`config.mk`:
```
export PLATFORM = sky130hd
export DESIGN_NAME = mem_io_port
export DESIGN_NICKNAME = d
export VERILOG_FILES = /design/src/rtl/mem_io_port.sv
export SDC_FILE = /design/constraint.sdc
export NUM_CORES = 1
export LEC_CHECK = 0
export BUFFER_PORTS_ARGS = -buffer_cell sky130_fd_sc_hd__buf_2
export CORE_MARGIN = 3
export CORE_UTILIZATION = 35
export DETAILED_ROUTE_END_ITERATION = 6
export PLACE_DENSITY = 0.69
export SLEW_MARGIN = 25
export SYNTH_ARGS = -nofsm -noshare
export SYNTH_HDL_FRONTEND = slang
export SYNTH_SLANG_ARGS = --single-unit
```
`constraint.sdc`:
```
create_clock -name clk -period 2.2 [get_ports clk]
set_input_delay 0.44 -clock clk [delete_from_list [all_inputs] [get_ports clk]]
set_output_delay 0.44 -clock clk [all_outputs]
set_load 0.03 [all_outputs]
```
`src/rtl/mem_io_port.sv`:
```
// MEM-stage memory-mapped I/O unit.
// Steers MEM-stage loads/stores either to the data RAM or to three I/O
// registers (OUT, IN, STATUS), drives the output port and captures changes
// on the asynchronous input port through a two-flop synchroniser.
module mem_io_port #(
    parameter int                    DATA_WIDTH = 32,
    parameter int                    IN_WIDTH   = 8,
    parameter logic [DATA_WIDTH-1:0] IO_BASE    = 32'h1001_0024
) (
    input  logic                  clk,
    input  logic                  reset,
    input  logic                  MemWrite,
    input  logic                  MemRead,
    input  logic [DATA_WIDTH-1:0] Address,
    input  logic [DATA_WIDTH-1:0] WriteData,
    input  logic [DATA_WIDTH-1:0] RAM_ReadData,
    input  logic [IN_WIDTH-1:0]   PortIn,
    output logic                  RAM_MemWrite,
    output logic                  RAM_MemRead,
    output logic [DATA_WIDTH-1:0] ReadData,
    output logic [DATA_WIDTH-1:0] PortOut,
    output logic                  PortInNew
);

    // Word addresses of the three registers; byte offset bits never decode.
    localparam logic [DATA_WIDTH-3:0] OUT_WORD  = IO_BASE[DATA_WIDTH-1:2];
    localparam logic [DATA_WIDTH-3:0] IN_WORD   = OUT_WORD + (DATA_WIDTH-2)'(1);
    localparam logic [DATA_WIDTH-3:0] STAT_WORD = OUT_WORD + (DATA_WIDTH-2)'(2);

    logic                hit_out, hit_in, hit_stat, io_hit;
    logic [IN_WIDTH-1:0] sync1, sync2, prev;
    logic [IN_WIDTH-1:0] in_data;
    logic                new_flag, overrun;
    logic                change, in_clear, stat_clear, overrun_set;

    assign hit_out  = (Address[DATA_WIDTH-1:2] == OUT_WORD);
    assign hit_in   = (Address[DATA_WIDTH-1:2] == IN_WORD);
    assign hit_stat = (Address[DATA_WIDTH-1:2] == STAT_WORD);
    assign io_hit   = hit_out | hit_in | hit_stat;

    assign RAM_MemWrite = MemWrite & ~io_hit;
    assign RAM_MemRead  = MemRead & ~io_hit;

    // A load that also carries MemWrite is treated as a store: no read side effect.
    assign in_clear    = MemRead & hit_in & ~MemWrite;
    assign stat_clear  = MemWrite & hit_stat & WriteData[1];
    assign change      = (sync2 != prev);
    // An un-acknowledged value is being overwritten, unless this very cycle reads it.
    assign overrun_set = change & new_flag & ~in_clear;

    assign PortInNew = new_flag;

    // Read mux: I/O registers override RAM data whenever the address hits them.
    always_comb begin
        ReadData = RAM_ReadData;
        if (hit_out)
            ReadData = PortOut;
        else if (hit_in)
            ReadData = DATA_WIDTH'(in_data);
        else if (hit_stat)
            ReadData = DATA_WIDTH'({overrun, new_flag});
    end

    // Output port register, written by stores to OUT.
    always_ff @(posedge clk or negedge reset) begin
        if (!reset)
            PortOut <= '0;
        else if (MemWrite && hit_out)
            PortOut <= WriteData;
    end

    // Input synchroniser plus previous-value register for change detection.
    always_ff @(posedge clk or negedge reset) begin
        if (!reset) begin
            sync1 <= '0;
            sync2 <= '0;
            prev  <= '0;
        end else begin
            sync1 <= PortIn;
            sync2 <= sync1;
            prev  <= sync2;
        end
    end

    // Capture on change; a change takes priority over an IN read clearing new.
    always_ff @(posedge clk or negedge reset) begin
        if (!reset) begin
            in_data  <= '0;
            new_flag <= 1'b0;
        end else if (change) begin
            in_data  <= sync2;
            new_flag <= 1'b1;
        end else if (in_clear) begin
            new_flag <= 1'b0;
        end
    end

    // Sticky overrun flag; setting beats a simultaneous software clear.
    always_ff @(posedge clk or negedge reset) begin
        if (!reset)
            overrun <= 1'b0;
        else if (overrun_set)
            overrun <= 1'b1;
        else if (stat_clear)
            overrun <= 1'b0;
    end

endmodule

```
==> results.py <==
metrics = {
    "timing": {
        "tightest_slew_ns": 0.4327,
        "rsz0062_at_grt": "true",
        "fmax_mhz": 399.5,
        "setup_slack_ns": -0.3034,
        "clock_skew_ns": 0.006628,
        "period_needed_ns": 2.503,
        "slew_headroom_pct": 71.04,
        "finalMaxSlewViolations": 0,
        "finalSetupViolations": 34,
        "hold_viol": 0,
        "fin_crit_sh_pct": 113.8,
    },
    "setup_path": {
        "r2r_setup_slack_ns": 0.51,
        "crit_arrival_ns": 2.06,
        "startpoint": "Address[25]",
        "cp.required_ns": 1.76,
        "setup.worst_path.end": "ReadData[8]",
        "path_max_fanout": 7,
        "ff2ff_path_depth": 4,
        "critPathLaunchType": "input pin",
        "reg2reg_to": "in_data[4]",
        "critPathKind": "input pin to output pin",
        "regToRegStartpoint": "sync2[5]",
        "worstSetupEndpointType": "output pin",
    },
    "outcome": {
        "violations": "setup timing",
        "run_status": "finished with violations",
    },
    "finish": {
        "syn_to_final_growth_pct": 71.04,
        "postLayoutCoreUtil_pct": 63.63,
        "fin_nets": 529,
        "num_antenna_cells": 0,
        "drive_gt1_share_pct": 69.95,
    },
    "clock_tree": {
        "clk_pin_slew_ns": 0.07,
        "cts_buffer_depth": 2,
        "htreeDepth": 3,
        "root_buffer": "clkbuf_8",
        "tritoncts": "done",
        "cts_sinks": 66,
        "worstSkewPairLatency_ns": 0.33,
        "cts_made_buffers": 9,
    },
    "synthesis": {
        "syn-cell-area_mm2": 0.002964,
        "syn_inst": 230,
        "syn-num-nets": 338,
        "yosys_warnings": 0,
        "ys_types": 33,
        "ys_ff_latch": 66,
        "synth_area_per_cell_um2": 12.89,
        "yosysSeqAreaShare_pct": 55.72,
    },
    "floorplanning": {
        "die_h_um": 98.03,
        "initial_utilization_pct": 37.20,
        "core_area_mm2": 0.007968,
        "dieArea_mm2": 0.009609,
        "die-width_um": 98.03,
        "row_count": 32,
        "num_io_pins": 175,
    },
    "power_and_ir_drop": {
        "ir_drop_uv": 252.0,
        "p_int_w": 0.002229,
        "power.switching_w": 0.0006864,
        "sw_frac_of_total_pct": 23.54,
        "power.density_mw_per_mm2": 575.1,
        "leakagePower_nw": 2.519,
        "power_frac_seq_pct": 43.2,
        "power_frac_clock_pct": 41.9,
        "power_frac_comb_pct": 14.9,
    },
    "global_routing": {
        "antenna_found_initial": 0,
        "groute.usage.overall_pct": 19.02,
        "grt_overflow": 0,
        "grt_pass1_vias": 2927,
        "grt_max_degree": 67,
        "grt_pass1_wl_mm": 14.59,
    },
    "place": {
        "dp_hpwl_mm": 6.399,
        "place_congestion": 0.8445,
        "port_buffers": 172,
        "dp_slack_ns": -0.4632,
    },
    "min_path": {
        "hold_path.class": "input pin to async pin",
    },
    "detailed_routing": {
        "dr.first_iter.drc_count": 91,
        "drt_wl_total_mm": 9.486,
        "dr.pass1.iters": 4,
        "vias": 2717,
        "wl_per_cell_um": 17.97,
        "routed_via_density": 5.146,
        "drc_errors": 0,
        "ant_nets": 0,
    },
    "job": {
        "max_cap_viol_count": 0,
    },
}
[layout by cell type, fill, tap and decap left out, types with 3 or more instances in the layout]
cell type and n:
mux2_1 3, buf_12 4, a22o_4 22, xor2_1 8, a211o_1 6, nor4_4 3
nand2_1 21, nor3_2 4, o31ai_4 3, dfrtp_1 66, o31ai_2 3, clkbuf_8 9
bufinv_16 3, buf_4 10, mux2_2 37, buf_6 46, buf_2 130
[power by group through the flow]
stage	clock network (W)	logic (W)	registers [W]
2_1_floorplan	0	0.000169	0.00128
3_3_place_gp	0	0.000340	0.00128
3_5_place_dp	0	0.000344	0.00128
4_1_cts	0.00126	0.000414	0.00126
5_1_grt	0.00132	0.000463	0.00126
6_report	0.00122	0.000435	0.00126
[flip-flops by register name, summed over array words and instances (netlist names)]
register   flops
in_data        8
PortOut       32
PortInNew      1
sync2          8
prev           8
overrun        1
sync1          8
[layer usage]
| metal | wire [um] | share of wire (%) | global-route usage, % |
|---|---|---|---|
| met1 | 3575 | 38 | 21.30 |
| met2 | 4888 | 52 | 33.56 |
| met3 | 807 | 8.5 | 5.643 |
| met5 | 0 | 0 | 0 |
| met4 | 214 | 2.3 | 7.987 |
[cells in the mapped netlist, drive strengths merged]
cell type   n  share of area, %
nand2      21               2.7
a22oi       2              0.51
nand2b      2              0.42
a32o        1              0.34
or3         3              0.63
dfrtp      66                56
and2        2              0.42
inv         1              0.13
or2         1              0.21
nor2        1              0.13
a211o       6               1.8
nor4        7               2.0
nand4       2              0.42
nor2b       2              0.42
a22o       24               7.1
a21o        1              0.25
xor2        8               2.4
a2bb2oi     2              0.59
buf        11               3.0
o21ai       2              0.34
nand3       2              0.34
nor4b       3               1.1
nor3        7               1.4
mux2       40                15
clkbuf      5              0.63
o31ai       8               2.0
[cell type report]
cell class                 instances  area (um^2)
clock buffer                      10        127.6
inverter                           1        3.754
fill                             627         2898
sequential                        66         1652
clock inverter                     6        115.1
multi-input combinational        147         1585
tap                              102        127.6
timing repair buffer             196         1459
[cell families (layout without fill, tap and decap cells)]
logic type                count (synthesis)  after routing  share of synthesized area, %
xor gates and xnor gates                  8              8                         2.364
buffers and inverters                    17            213                         3.714
AOI/OAI and AO/OA                        46             46                         12.92
muxes                                    40             40                         15.20
DFF                                      66             66                         55.72
and+or+nand+nor                          53             53                         10.09
[metrics by stage]
step	hold WS [ns]	total power (W)	instances	setup TNS, ns	instance area, um^2
global route	0.1346	0.003041	528	-9.953	5070
finish	0.1081	0.002915	528	-8.540	5070
detailed placement	0.3347	0.001627	502	-20.46	4163
floorplan	0.1444	0.001448	230	-4.548	3124
global placement	0.3350	0.001622	502	-18.88	4163
CTS	0.1122	0.002931	523	-7.553	4881
[worst min-delay path by stage]
stage | start | endpoint | slack (ns) | depth (start not counted)
CTS | reset | sync1[0] | 0.11 | 2
finish | reset | sync1[0] | 0.11 | 2
detailed placement | sync1[3] | sync2[3] | 0.33 | 0
global placement | sync1[5] | sync2[5] | 0.34 | 0
floorplan | reset | PortInNew | 0.14 | 0
global route | reset | sync1[0] | 0.13 | 2
[repair_timing]
item / 4_1_cts / 5_1_grt
hold buffers: 0 / 0
endpoints found under the setup margin: 34 / 34
pin swaps: 16 / 27
resized for setup: 102 / 21
buffers inserted: 3 / 2
gates cloned: 2 / 3
[critical path, stage by stage]
cell     delay, ns
buf_6         0.10
nor4_4        0.25
nand4_1       0.20
or3_4         0.48
buf_12        0.17
a22o_2        0.27
buf_6         0.14
Note: power is estimated with default switching activity, not from simulation.
